[config.mk]
export PLATFORM = sky130hd
export DESIGN_NAME = mips_multicycle_controller_flat
export DESIGN_NICKNAME = d
export VERILOG_FILES = /design/src/rtl/mips_multicycle_controller_if.sv /design/src/rtl/mips_multicycle_controller.sv /design/src/flat_wrapper.sv
export SDC_FILE = /design/constraint.sdc
export NUM_CORES = 1
export LEC_CHECK = 0
export ABC_AREA = 1
export CAP_MARGIN = 15
export CELL_PAD_IN_SITES_DETAIL_PLACEMENT = 0
export CELL_PAD_IN_SITES_GLOBAL_PLACEMENT = 1
export CORE_MARGIN = 5
export CORE_UTILIZATION = 24
export DETAILED_ROUTE_END_ITERATION = 8
export GPL_TIMING_DRIVEN = 0
export HOLD_SLACK_MARGIN = 0.12
export PLACE_DENSITY = 0.82
export SYNTH_ARGS = -nofsm -noshare
export SYNTH_HDL_FRONTEND = slang
export SYNTH_SLANG_ARGS = --single-unit
[constraint.sdc]
create_clock -name clk -period 1.3 [get_ports clk]
set_input_delay 0.195 -clock clk [delete_from_list [all_inputs] [get_ports clk]]
set_output_delay 0.195 -clock clk [all_outputs]
set_load 0.02 [all_outputs]
[src/rtl/mips_multicycle_controller_if.sv]
// Control/status bundle between the multicycle MIPS controller and its datapath.
// The controller owns the master side: it reads the decode fields and flags, and drives every select.
interface mips_multicycle_controller_if;
    logic [5:0] opcode;
    logic [5:0] func;
    logic       zero;
    logic       memReady;

    logic       PCWrite;
    logic       PCWriteCond;
    logic       IorD;
    logic       MemRead;
    logic       MemWrite;
    logic       IRWrite;
    logic [1:0] RegDst;
    logic [1:0] DataToWrite;
    logic       RegWrite;
    logic       ALUSrcA;
    logic [1:0] ALUSrcB;
    logic [2:0] ALUoperation;
    logic [1:0] PCSrc;
    logic [3:0] state;

    modport master (
        input  opcode,
        input  func,
        input  zero,
        input  memReady,
        output PCWrite,
        output PCWriteCond,
        output IorD,
        output MemRead,
        output MemWrite,
        output IRWrite,
        output RegDst,
        output DataToWrite,
        output RegWrite,
        output ALUSrcA,
        output ALUSrcB,
        output ALUoperation,
        output PCSrc,
        output state
    );

    modport slave (
        output opcode,
        output func,
        output zero,
        output memReady,
        input  PCWrite,
        input  PCWriteCond,
        input  IorD,
        input  MemRead,
        input  MemWrite,
        input  IRWrite,
        input  RegDst,
        input  DataToWrite,
        input  RegWrite,
        input  ALUSrcA,
        input  ALUSrcB,
        input  ALUoperation,
        input  PCSrc,
        input  state
    );
endinterface

[src/rtl/mips_multicycle_controller.sv]
// Multicycle MIPS controller: steps each instruction through fetch/decode/execute/memory/writeback
// and decodes every datapath select and write enable from the current state.
module mips_multicycle_controller (
    input  logic                                clk,
    input  logic                                rst,
    mips_multicycle_controller_if.master        bus
);
    typedef enum logic [3:0] {
        FETCH  = 4'd0,
        DECODE = 4'd1,
        MEMADR = 4'd2,
        MEMRD  = 4'd3,
        MEMWB  = 4'd4,
        MEMWR  = 4'd5,
        REXEC  = 4'd6,
        RWB    = 4'd7,
        BRANCH = 4'd8,
        IEXEC  = 4'd9,
        IWB    = 4'd10,
        JUMP   = 4'd11,
        JAL    = 4'd12,
        JR     = 4'd13
    } state_t;

    localparam logic [5:0] OP_RTYPE = 6'b000000;
    localparam logic [5:0] OP_LW    = 6'b100011;
    localparam logic [5:0] OP_SW    = 6'b101011;
    localparam logic [5:0] OP_BEQ   = 6'b000100;
    localparam logic [5:0] OP_ADDI  = 6'b001000;
    localparam logic [5:0] OP_SLTI  = 6'b001010;
    localparam logic [5:0] OP_J     = 6'b000010;
    localparam logic [5:0] OP_JAL   = 6'b000011;

    localparam logic [5:0] FN_ADD = 6'b100000;
    localparam logic [5:0] FN_SUB = 6'b100010;
    localparam logic [5:0] FN_AND = 6'b100100;
    localparam logic [5:0] FN_OR  = 6'b100101;
    localparam logic [5:0] FN_SLT = 6'b101010;
    localparam logic [5:0] FN_JR  = 6'b001000;

    localparam logic [2:0] ALU_AND = 3'b000;
    localparam logic [2:0] ALU_OR  = 3'b001;
    localparam logic [2:0] ALU_ADD = 3'b010;
    localparam logic [2:0] ALU_SUB = 3'b110;
    localparam logic [2:0] ALU_SLT = 3'b111;

    state_t cur;
    state_t nxt;

    // The branch decision is taken in the datapath (PCWriteCond & zero), not here.
    logic unused_zero;
    assign unused_zero = bus.zero;

    function automatic logic [2:0] func_alu(input logic [5:0] f);
        case (f)
            FN_ADD:  return ALU_ADD;
            FN_SUB:  return ALU_SUB;
            FN_AND:  return ALU_AND;
            FN_OR:   return ALU_OR;
            FN_SLT:  return ALU_SLT;
            default: return ALU_ADD;
        endcase
    endfunction

    function automatic logic func_writes(input logic [5:0] f);
        case (f)
            FN_ADD, FN_SUB, FN_AND, FN_OR, FN_SLT: return 1'b1;
            default:                               return 1'b0;
        endcase
    endfunction

    always_ff @(posedge clk) begin
        if (rst) cur <= FETCH;
        else     cur <= nxt;
    end

    // Outputs follow the live memReady so IRWrite/PCWrite land exactly on the completing cycle.
    always_comb begin
        nxt              = FETCH;
        bus.PCWrite      = 1'b0;
        bus.PCWriteCond  = 1'b0;
        bus.IorD         = 1'b0;
        bus.MemRead      = 1'b0;
        bus.MemWrite     = 1'b0;
        bus.IRWrite      = 1'b0;
        bus.RegDst       = 2'b00;
        bus.DataToWrite  = 2'b00;
        bus.RegWrite     = 1'b0;
        bus.ALUSrcA      = 1'b0;
        bus.ALUSrcB      = 2'b00;
        bus.ALUoperation = 3'b000;
        bus.PCSrc        = 2'b00;
        bus.state        = 4'd0;
        if (!rst) begin
            bus.state = cur;
            case (cur)
                FETCH: begin
                    bus.MemRead      = 1'b1;
                    bus.ALUSrcB      = 2'b01;
                    bus.ALUoperation = ALU_ADD;
                    if (bus.memReady) begin
                        bus.IRWrite = 1'b1;
                        bus.PCWrite = 1'b1;
                        nxt         = DECODE;
                    end else begin
                        nxt = FETCH;
                    end
                end
                DECODE: begin
                    bus.ALUSrcB      = 2'b11;
                    bus.ALUoperation = ALU_ADD;
                    case (bus.opcode)
                        OP_LW, OP_SW:     nxt = MEMADR;
                        OP_RTYPE:         nxt = (bus.func == FN_JR) ? JR : REXEC;
                        OP_BEQ:           nxt = BRANCH;
                        OP_ADDI, OP_SLTI: nxt = IEXEC;
                        OP_J:             nxt = JUMP;
                        OP_JAL:           nxt = JAL;
                        default:          nxt = FETCH;
                    endcase
                end
                MEMADR: begin
                    bus.ALUSrcA      = 1'b1;
                    bus.ALUSrcB      = 2'b10;
                    bus.ALUoperation = ALU_ADD;
                    if (bus.opcode == OP_LW)      nxt = MEMRD;
                    else if (bus.opcode == OP_SW) nxt = MEMWR;
                    else                          nxt = FETCH;
                end
                MEMRD: begin
                    bus.MemRead = 1'b1;
                    bus.IorD    = 1'b1;
                    nxt         = bus.memReady ? MEMWB : MEMRD;
                end
                MEMWB: begin
                    bus.RegWrite    = 1'b1;
                    bus.RegDst      = 2'b00;
                    bus.DataToWrite = 2'b01;
                    nxt             = FETCH;
                end
                MEMWR: begin
                    bus.MemWrite = 1'b1;
                    bus.IorD     = 1'b1;
                    nxt          = bus.memReady ? FETCH : MEMWR;
                end
                REXEC: begin
                    bus.ALUSrcA      = 1'b1;
                    bus.ALUSrcB      = 2'b00;
                    bus.ALUoperation = func_alu(bus.func);
                    nxt              = RWB;
                end
                RWB: begin
                    // Unrecognised funct values execute as a nop: no register update.
                    bus.RegWrite    = func_writes(bus.func);
                    bus.RegDst      = 2'b01;
                    bus.DataToWrite = 2'b00;
                    nxt             = FETCH;
                end
                BRANCH: begin
                    bus.ALUSrcA      = 1'b1;
                    bus.ALUoperation = ALU_SUB;
                    bus.PCWriteCond  = 1'b1;
                    bus.PCSrc        = 2'b01;
                    nxt              = FETCH;
                end
                IEXEC: begin
                    bus.ALUSrcA      = 1'b1;
                    bus.ALUSrcB      = 2'b10;
                    bus.ALUoperation = (bus.opcode == OP_SLTI) ? ALU_SLT : ALU_ADD;
                    nxt              = IWB;
                end
                IWB: begin
                    bus.RegWrite    = 1'b1;
                    bus.RegDst      = 2'b00;
                    bus.DataToWrite = 2'b00;
                    nxt             = FETCH;
                end
                JUMP: begin
                    bus.PCWrite = 1'b1;
                    bus.PCSrc   = 2'b10;
                    nxt         = FETCH;
                end
                JAL: begin
                    // The link value is the PC already advanced in FETCH, sampled before this edge loads the target.
                    bus.PCWrite     = 1'b1;
                    bus.PCSrc       = 2'b10;
                    bus.RegWrite    = 1'b1;
                    bus.RegDst      = 2'b10;
                    bus.DataToWrite = 2'b10;
                    nxt             = FETCH;
                end
                JR: begin
                    bus.PCWrite = 1'b1;
                    bus.PCSrc   = 2'b11;
                    nxt         = FETCH;
                end
                default: begin
                    nxt = FETCH;
                end
            endcase
        end
    end
endmodule

[src/flat_wrapper.sv]
// flat-port wrapper written by rule: the top's interface ports become plain ports
module mips_multicycle_controller_flat 
  (clk, rst, bus_opcode, bus_func, bus_zero, bus_memReady, bus_PCWrite, bus_PCWriteCond, bus_IorD, bus_MemRead, bus_MemWrite, bus_IRWrite, bus_RegDst, bus_DataToWrite, bus_RegWrite, bus_ALUSrcA, bus_ALUSrcB, bus_ALUoperation, bus_PCSrc, bus_state);
  mips_multicycle_controller_if bus_i ();
  input  logic clk;
  input  logic rst;
  input wire logic [$bits(bus_i.opcode)-1:0] bus_opcode;
  input wire logic [$bits(bus_i.func)-1:0] bus_func;
  input wire logic [$bits(bus_i.zero)-1:0] bus_zero;
  input wire logic [$bits(bus_i.memReady)-1:0] bus_memReady;
  output wire logic [$bits(bus_i.PCWrite)-1:0] bus_PCWrite;
  output wire logic [$bits(bus_i.PCWriteCond)-1:0] bus_PCWriteCond;
  output wire logic [$bits(bus_i.IorD)-1:0] bus_IorD;
  output wire logic [$bits(bus_i.MemRead)-1:0] bus_MemRead;
  output wire logic [$bits(bus_i.MemWrite)-1:0] bus_MemWrite;
  output wire logic [$bits(bus_i.IRWrite)-1:0] bus_IRWrite;
  output wire logic [$bits(bus_i.RegDst)-1:0] bus_RegDst;
  output wire logic [$bits(bus_i.DataToWrite)-1:0] bus_DataToWrite;
  output wire logic [$bits(bus_i.RegWrite)-1:0] bus_RegWrite;
  output wire logic [$bits(bus_i.ALUSrcA)-1:0] bus_ALUSrcA;
  output wire logic [$bits(bus_i.ALUSrcB)-1:0] bus_ALUSrcB;
  output wire logic [$bits(bus_i.ALUoperation)-1:0] bus_ALUoperation;
  output wire logic [$bits(bus_i.PCSrc)-1:0] bus_PCSrc;
  output wire logic [$bits(bus_i.state)-1:0] bus_state;
  assign bus_i.opcode = bus_opcode;
  assign bus_i.func = bus_func;
  assign bus_i.zero = bus_zero;
  assign bus_i.memReady = bus_memReady;
  assign bus_PCWrite = bus_i.PCWrite;
  assign bus_PCWriteCond = bus_i.PCWriteCond;
  assign bus_IorD = bus_i.IorD;
  assign bus_MemRead = bus_i.MemRead;
  assign bus_MemWrite = bus_i.MemWrite;
  assign bus_IRWrite = bus_i.IRWrite;
  assign bus_RegDst = bus_i.RegDst;
  assign bus_DataToWrite = bus_i.DataToWrite;
  assign bus_RegWrite = bus_i.RegWrite;
  assign bus_ALUSrcA = bus_i.ALUSrcA;
  assign bus_ALUSrcB = bus_i.ALUSrcB;
  assign bus_ALUoperation = bus_i.ALUoperation;
  assign bus_PCSrc = bus_i.PCSrc;
  assign bus_state = bus_i.state;
  mips_multicycle_controller u_core (.clk(clk), .rst(rst), .bus(bus_i));
endmodule
==> results of run 1 <==
[placed cells by master, fill, tap and decap left out, types with 5 or more instances in the layout]
cell type       instances
a21oi_2                10
buf_4                  24
buf_6                  16
clkbuf_2                5
dlymetal6s2s_1          5
inv_1                  10
inv_2                   9
inv_4                   6
nand2_1                15
nand2_4                 5
nand3_1                12
nand3_2                 5
nor2_1                 17
nor2_2                  8
nor2_4                 12
[cell families (layout without fill, tap and decap cells)]
family                 count (synthesis)  count (layout)  share of synthesized area [%]
and+or+nand+nor                       88              88                           57.4
buffers and inverters                 31              90                           17.0
AOI/OAI and AO/OA                     20              20                           15.0
DFF                                    4               4                           10.6
[area by class of cell]
type                       instances  area [um^2]  share of cell area, %
buffer                             5         36.3                   2.21
timing repair buffer              56          517                   31.4
inverter                          26          118                   7.15
sequential                         4         91.3                   5.56
multi-input combinational        108          805                   48.9
tap                               44         55.1                   3.35
clock buffer                       3         22.5                   1.37
[stage by stage]
step / cell area (um^2) / total power [mW]
2_1_floorplan: 817 / 0.243
3_3_place_gp: 1230 / 0.334
3_5_place_dp: 1230 / 0.336
4_1_cts: 1370 / 0.497
5_1_grt: 1640 / 0.599
6_report: 1640 / 0.567
[worst max path at each step]
stage | from | endpoint | slack, ps | depth (start not counted)
detailed placement | bus_func[5] | bus_RegWrite | -960 | 8
CTS | u_core.cur[1] | bus_ALUoperation[2] | -360 | 9
floorplan | rst | bus_RegDst[1] | -120 | 4
global placement | bus_func[5] | bus_RegWrite | -910 | 8
global route | u_core.cur[0] | bus_ALUoperation[2] | -470 | 9
finish | u_core.cur[0] | bus_ALUoperation[2] | -370 | 9
[power groups by stage]
stage / combinational (mW) / clock, mW / sequential (mW)
global route: 0.304 / 0.168 / 0.127
CTS: 0.221 / 0.150 / 0.127
floorplan: 0.112 / 0 / 0.131
finish: 0.284 / 0.155 / 0.127
global placement: 0.202 / 0 / 0.132
detailed placement: 0.204 / 0 / 0.132
[layer usage]
| metal | GRT usage (%) | up-vias | routed length [um] |
|---|---|---|---|
| met4 | 3.05 | 0 | 36 |
| met1 | 14.7 | 544 | 1210 |
| met2 | 24.0 | 44 | 1590 |
| met3 | 1.53 | 4 | 223 |
| met5 | 0 | - | 0 |
| li1 | - | 588 | - |
[worst register-to-register path: stages (launching register included)]
cell and delay (ps):
dfxtp_4 370, nor2_4 230, inv_4 100, buf_6 140
nor2_4 110, inv_2 50, o21bai_1 150, a21oi_2 120
[what timing repair did]
action / CTS / global route
setup endpoints to repair: 24 / 27
setup buffers: 8 / 14
pin swaps: 10 / 18
resized for setup: 134 / 72
hold endpoints to repair: 0 / 0
==> flow_summary.ini, run 1 <==
[pwr]
power.density_nw_per_um2 = 345
p_sw_share_pct = 38.1
peakVddDrop_uv = 156
p_clk_share_pct = 27.4
p_leak_nw = 0.805
comb_power_share_pct = 50.2
power.internal_mw = 0.351
pwr-share-seq_pct = 22.4
power_switching_mw = 0.216

[drt]
wire_per_inst_um = 12.5
vias = 1180
drt-vias-per-instance = 4.80
first_iter_violations = 57
drc = 0
dr.pass1.iters = 4
routed_wl_um = 3060
antenna_left = 0

[sta]
worst_pin_slew_ps = 337
fmax_mhz = 597
hold_viol_final = 0
hold_slack_ps = 532
finClkSkew_ps = 5.77
slew_viol_final = 0
period_minus_slack_ps = 1670
rsz0062_at_grt = yes
setup_viol = 20
period_share_pct = 129
fin_setup_tns_ps = -4830
setup_ws_ps = -374
slew_headroom_pct = 77.5

[logic_synthesis]
synthMostInstantiatedCell = nor2_1
synth_ff_type = dfxtp_1
avgSynthCellArea_um2 = 5.30
syn_nets = 159
synth-seq-area-share_pct = 10.6
synth_edf_count = 0
synth_cells = 143
syn-cell-area_um2 = 758
ys_types = 27
ys_ff_latch = 4
ys_warn_count = 0
synth_top_area_share_pct = 14.9
async_flop_share_pct = 0
yosysTopAreaCell = nor2_1
synth.top_cells.by_count = nor2_1, inv_1, nand2_1
synth_area_leaders = nor2_1, nand3_1, dfxtp_1

[floorplanning]
core-area_um2 = 3050
start_util_pct = 24.8
row_count = 20
design.die.area_um2 = 4380
die_w_um = 66.2
die_h_um = 66.2
io_pins = 39

[cells_and_area]
fin_util_pct = 53.9
reg_top3 = u_core.cur (4)
syn2layout_area_growth_pct = 117
num_antenna_cells = 0
final_nets = 220
regMostFlops = u_core.cur
n_fill_cell = 311
largest_reg_flops = 4
drive_above_1_share_pct = 61.4
fin_cells = 246

[global_routing]
grt_start_max_net_pins = 11
grt_overflow = 0
grt_pass1_wl_um = 4530
antenna_found_initial = 0
grt.total_usage_pct = 12.7
grt_pass1_vias = 1058

[worst_setup_path]
path_class = register to output pin
cp_slowest_cell = dfxtp_4
worstPathRequired_ps = 1110
r2r_end = u_core.cur[1]
endpoint_kind = output pin
worst_setup_path_start_kind = register
critPathBufInv = 4
r2r_cells = 7
max_stage_delay_ps = 370
critical_path.top_delay_family = simple AND/OR/NAND/NOR gates
rr_startpoint = u_core.cur[2]
path_max_fanout = 3
path_cells = inv_4, nor2_4, inv_4, nor2_4, nand4_4, o211ai_1, nand2_1, inv_2, buf_6
critPathArrivalTime_ps = 1480
r2r_setup_slack_ps = -50

[outcome]
status = complete, but fails checks
violations = negative setup slack

[cts]
ctsLongestPathBuffers = 2
clkLatencyLatePin_ps = 230
cts_made_buffers = 3
cts_tree = built
cts_root_buf = clkbuf_4
hold_buffers = 0
cts.clk_slew.worst_paths_ps = 40
cts.htree.levels = 1
cts.sinks = 4

[worst_hold_path]
hold_class = primary input to register
min_path_cells = 3
whs_endpoint = u_core.cur[2]
worstHoldStart = rst

[placed_design]
place_hpwl_um = 2140
port_buffers = 36
dp_cells = 223
dp_slack_ps = -960
gp_congestion = 0.875

[flow_run]
maxCapViolations = 0
Power figures use the tool's default switching activity.
==> run 2, diff against run 1 <==
--- a/config.mk
+++ b/config.mk
@@ -7,14 +7,12 @@
 export LEC_CHECK = 0
 export ABC_AREA = 1
 export CAP_MARGIN = 15
-export CELL_PAD_IN_SITES_DETAIL_PLACEMENT = 0
-export CELL_PAD_IN_SITES_GLOBAL_PLACEMENT = 1
 export CORE_MARGIN = 5
-export CORE_UTILIZATION = 24
+export CORE_UTILIZATION = 25
 export DETAILED_ROUTE_END_ITERATION = 8
 export GPL_TIMING_DRIVEN = 0
 export HOLD_SLACK_MARGIN = 0.12
-export PLACE_DENSITY = 0.82
+export PLACE_DENSITY = 0.59
 export SYNTH_ARGS = -nofsm -noshare
 export SYNTH_HDL_FRONTEND = slang
 export SYNTH_SLANG_ARGS = --single-unit
==> run 2 against run 1 <==
Compared with the run above: the flow still finishes with violations (negative setup slack); first-iteration DRC count fell by 25%; clock power about the same; power grew 2.7%; sequential power barely moved; setup slack improved by 6.8 ps; sequential cell count is the same; non-clock buffer count increased by 10; critical path type unchanged; critical endpoint unchanged; largest power group unchanged.
==> flow_summary.ini, run 2 (synthesis gave the netlist of run 1 again) <==
[placed_design]
gp_congestion = 0.877
place_hpwl_um = 2030
dp_cells = 212
dp_slack_ps = -941
port_buffers = 36

[floorplanning]
io_pins = 39
start_util_pct = 25.5
die_h_um = 65.1
die_w_um = 65.1
row_count = 20
design.die.area_um2 = 4230
core-area_um2 = 2980

[worst_setup_path]
worstPathRequired_ps = 1110
endpoint_kind = output pin
path_class = register to output pin
r2r_cells = 9
path_max_fanout = 3
critPathArrivalTime_ps = 1470
worst_setup_path_start_kind = register
setup.worst_path.start = u_core.cur[0]
critPathCapture = bus_ALUoperation[2]
r2r_end = u_core.cur[1]
rr_startpoint = u_core.cur[2]
r2r_setup_slack_ps = -180

[sta]
rsz0062_at_grt = yes
slew_viol_final = 0
hold_viol_final = 0
setup_viol = 23
fmax_mhz = 600
worst_pin_slew_ps = 342
slew_headroom_pct = 77.2
period_share_pct = 128
period_minus_slack_ps = 1670
setup_ws_ps = -368
finClkSkew_ps = 5.05

[global_routing]
grt_pass1_wl_um = 4960
grt_pass1_vias = 1155
grt_use_met1_pct = 14.7
use_met2_pct = 26.9
use_met3_pct = 3.81
antenna_found_initial = 0
grt-busiest-layer = met2
grt_overflow = 0
grt_start_max_net_pins = 11
grt.total_usage_pct = 14.3

[pwr]
comb_power_share_pct = 51.4
power.density_nw_per_um2 = 336
p_leak_nw = 0.870
pwr-share-seq_pct = 21.8
p_sw_share_pct = 38.0
power_switching_mw = 0.221
peakVddDrop_uv = 141
power.internal_mw = 0.361
p_total_mw = 0.582
p_clk_share_pct = 26.8

[cts]
cts.clk_slew.worst_paths_ps = 40
cts_tree = built
clkLatencyLatePin_ps = 240
cts.sinks = 4
cts_root_buf = clkbuf_4
hold_buffers = 0
cts.htree.levels = 1
ctsLongestPathBuffers = 2
cts_made_buffers = 3

[cells_and_area]
fin_cells = 245
largest_reg_flops = 4
num_antenna_cells = 0
drive_above_1_share_pct = 63.2
reg_top3 = u_core.cur (4)
syn2layout_area_growth_pct = 129
mostFrequentLayoutCells = buf_4, nor2_1, buf_6
mostFrequentLayoutCell = buf_4
n_fill_cell = 255
regMostFlops = u_core.cur
final_nets = 230

[drt]
drt-vias-per-instance = 4.91
wire_per_inst_um = 13.0
antenna_left = 0
vias = 1202
routed_wl_um = 3190
dr.pass1.iters = 4
drc = 0
first_iter_violations = 43

[flow_run]
maxCapViolations = 0

[outcome]
violations = negative setup slack
status = complete, but fails checks

[worst_hold_path]
hold_class = primary input to register
## run 2: cell types whose count changed in the layout (fill, tap and decap cells not counted), sizes merged
| cell | before | now |
|---|---|---|
| buf | 40 | 51 |
| dlygate4sd2 | 4 | 0 |
| dlymetal6s2s | 5 | 9 |
| clkbuf | 9 | 7 |
| clkdlybuf4s15 | 2 | 3 |
## run 2: layout make-up
type	instances	area [um^2]	share of cell area, %
Clock buffer	3	22.5	1.30
Inverter	26	108	6.20
Multi-Input combinational cell	108	818	47.2
Buffer	5	36.3	2.09
Sequential cell	4	92.6	5.34
Timing Repair Buffer	66	616	35.5
Tap cell	33	41.3	2.38
## run 2: what timing repair did
item,CTS,global route
endpoints found under the hold margin,0,0
setup endpoints to repair,23,27
setup buffers,13,17
resized for setup,144,59
pin swaps,7,18
## run 2: worst min path at each step
stage / startpoint / to / slack, ps / depth (start not counted)
floorplan: bus_memReady / u_core.cur[2] / 420 / 4
detailed placement: u_core.cur[0] / u_core.cur[0] / 820 / 6
CTS: rst / u_core.cur[2] / 470 / 3
global placement: u_core.cur[0] / u_core.cur[0] / 810 / 6
global route: rst / u_core.cur[2] / 540 / 3
finish: rst / u_core.cur[2] / 510 / 3
## run 2: power by group through the flow
stage               logic [mW]  registers, mW  clock network, mW
global route             0.321          0.127              0.170
floorplan                0.112          0.131                  0
detailed placement       0.204          0.132                  0
CTS                      0.233          0.127              0.161
finish                   0.299          0.127              0.156
global placement         0.201          0.132                  0
## run 2: critical path: stages (launching register included)
cell	delay [ps]
dfxtp_4	370
inv_4	50
nor2_4	130
inv_4	60
nor2_4	150
nand4_4	120
o211ai_1	120
nand2_1	80
inv_2	50
buf_6	100
## run 2: layer usage
metal	share of wire, %	vias to the layer above
met5	0	-
met4	2.7	0
met3	5.9	9
met2	55	38
met1	36	551
li1	-	604
## run 2: per-stage QoR
stage | utilization (%) | area (um^2) | hold slack (ps) | TNS [ps]
2_1_floorplan | - | 817 | 421 | -285
3_3_place_gp | 40.9 | 1220 | 813 | -12700
3_5_place_dp | 40.9 | 1220 | 817 | -13140
4_1_cts | 47.4 | 1410 | 468 | -3630
5_1_grt | 58.2 | 1730 | 543 | -6800
6_report | 58.2 | 1730 | 505 | -5200
==> run 3, diff against run 2 <==
--- a/config.mk
+++ b/config.mk
@@ -7,12 +7,13 @@
 export LEC_CHECK = 0
 export ABC_AREA = 1
 export CAP_MARGIN = 15
-export CORE_MARGIN = 5
-export CORE_UTILIZATION = 25
+export CORE_MARGIN = 2
+export CORE_UTILIZATION = 39
 export DETAILED_ROUTE_END_ITERATION = 8
 export GPL_TIMING_DRIVEN = 0
 export HOLD_SLACK_MARGIN = 0.12
-export PLACE_DENSITY = 0.59
+export MAX_ROUTING_LAYER = met4
+export PLACE_DENSITY = 0.83
 export SYNTH_ARGS = -nofsm -noshare
 export SYNTH_HDL_FRONTEND = slang
 export SYNTH_SLANG_ARGS = --single-unit
==> run 3 against run 2 <==
Compared with the run above: the flow still finishes with violations (negative setup slack); via count rose by 20%; critical path depth did not move; worst hold slack improved by 62 ps; critical endpoint unchanged; clock power barely moved; non-clock buffer count fell by 1; clock skew rose by 4.2 ps; first-iteration DRC count rose by 70%; fmax fell by 6.0%; register-to-register slack got worse by 40 ps; global-route usage rose by 14 points.
==> flow_summary.ini, run 3 (synthesis gave the netlist of run 1 again) <==
[cells_and_area]
drive_above_1_share_pct = 63.5
syn2layout_area_growth_pct = 127
largest_reg_flops = 4
reg_top3 = u_core.cur (4)
mostFrequentLayoutCell = buf_4
final_nets = 229
fin_cells = 236
num_antenna_cells = 0
n_fill_cell = 37
regMostFlops = u_core.cur
mostFrequentLayoutCells = buf_4, nor2_1, buf_6

[global_routing]
grt_pass1_vias = 1101
grt.total_usage_pct = 28.4
grt_pass1_wl_um = 4600
grt_start_max_net_pins = 11
antenna_found_initial = 0
grt_overflow = 0

[drt]
drc = 0
antenna_left = 0
dr.pass1.iters = 4
wire_per_inst_um = 20.0
drt-vias-per-instance = 6.12
routed_wl_um = 4710
vias = 1445
first_iter_violations = 73

[cts]
cts.clk_slew.worst_paths_ps = 40
cts_root_buf = clkbuf_4
cts.htree.levels = 1
cts.sinks = 4
ctsLongestPathBuffers = 2
clkLatencyLatePin_ps = 240
cts_tree = built
cts_made_buffers = 3

[worst_setup_path]
r2r_cells = 10
rr_startpoint = u_core.cur[0]
critPathArrivalTime_ps = 1580
r2r_end = u_core.cur[1]
r2r_setup_slack_ps = -220
critPathBufInv = 4
worstPathRequired_ps = 1110
path_max_fanout = 3
worst_setup_path_start_kind = register
path_cells = inv_4, nor2_4, inv_4, nor2_4, nand4_4, o211ai_1, nand2_1, inv_2, buf_6
path_class = register to output pin
endpoint_kind = output pin
cp_slowest_cell = dfxtp_4
critical_path.top_delay_family = simple AND/OR/NAND/NOR gates
max_stage_delay_ps = 370

[sta]
slew_viol_final = 0
setup_ws_ps = -475
setup_viol = 23
period_minus_slack_ps = 1770
fmax_mhz = 563
hold_slack_ps = 568
worst_pin_slew_ps = 384
rsz0062_at_grt = yes
period_share_pct = 137
hold_viol_final = 0
finClkSkew_ps = 9.28
slew_headroom_pct = 74.4

[pwr]
p_leak_nw = 0.814
power.density_nw_per_um2 = 352
peakVddDrop_uv = 717

[floorplanning]
io_pins = 39
row_count = 15
start_util_pct = 42.5
die_w_um = 48.1
design.die.area_um2 = 2310
die_h_um = 48.1
core-area_um2 = 1780

[worst_hold_path]
whs_endpoint = u_core.cur[2]
min_path_cells = 3
hold_class = primary input to register
worstHoldStart = rst

[placed_design]
port_buffers = 36
place_hpwl_um = 1970
gp_congestion = 0.893
dp_cells = 204
dp_slack_ps = -913

[flow_run]
maxCapViolations = 0

[outcome]
violations = negative setup slack
status = complete, but fails checks
run 3: through the flow:
step	TNS (ps)	total power, mW	util [%]	instance area, um^2
global placement	-12430	0.331	67.8	1210
CTS	-4060	0.515	78.9	1410
global route	-7410	0.627	96.5	1720
detailed placement	-12860	0.335	67.8	1210
finish	-6500	0.605	96.5	1720
floorplan	-285	0.243	-	817
run 3: worst reg2reg max path, stage by stage, from the launching register on:
cell	delay (ps)
dfxtp_4	370
inv_4	50
nor2_4	140
inv_4	60
buf_4	130
buf_6	110
buf_4	130
nor2_4	120
inv_2	60
o21bai_1	170
a21oi_2	110
run 3: layout make-up:
cell class / count / area [um^2] / area share [%]
buffer: 4 / 25.0 / 1.45
clock buffer: 3 / 22.5 / 1.31
inverter: 26 / 123 / 7.13
multi-input combinational: 108 / 846 / 49.2
sequential: 4 / 95.1 / 5.53
tap: 25 / 31.3 / 1.82
timing repair buffer: 66 / 578 / 33.6
run 3: layer usage:
metal	global-route usage, %	up-vias	part of all wire, %
li1	-	607	-
met1	34.0	660	37
met2	52.5	137	49
met3	3.33	41	9.6
met4	2.70	0	4.8
met5	-	-	0
run 3: how the worst max path moves through the flow:
stage / start / end / slack, ps / cells past startpoint
after detailed placement: bus_func[5] / bus_RegWrite / -910 / 8
final: u_core.cur[0] / bus_ALUoperation[2] / -470 / 9
after floorplan: rst / bus_RegDst[1] / -120 / 4
after CTS: u_core.cur[1] / bus_ALUoperation[2] / -370 / 9
after global placement: bus_func[5] / bus_RegWrite / -900 / 8
after global routing: u_core.cur[0] / bus_ALUoperation[2] / -530 / 9
run 3: power by group:
| group | switching, mW | total [mW] | internal [mW] | leakage [nW] |
|---|---|---|---|---|
| combinational | 0.184 | 0.321 | 0.137 | 0.764 |
| clock | 0.0543 | 0.158 | 0.104 | 0.0138 |
| sequential | 0.00666 | 0.127 | 0.120 | 0.0355 |
run 3: timing repair:
| action | in CTS | in global routing |
|---|---|---|
| cloned | 0 | 0 |
| pin swaps | 17 | 22 |
| resized for setup | 145 | 73 |
| setup buffers | 15 | 15 |
| hold buffers | 0 | 0 |
| endpoints found under the setup margin | 24 | 26 |
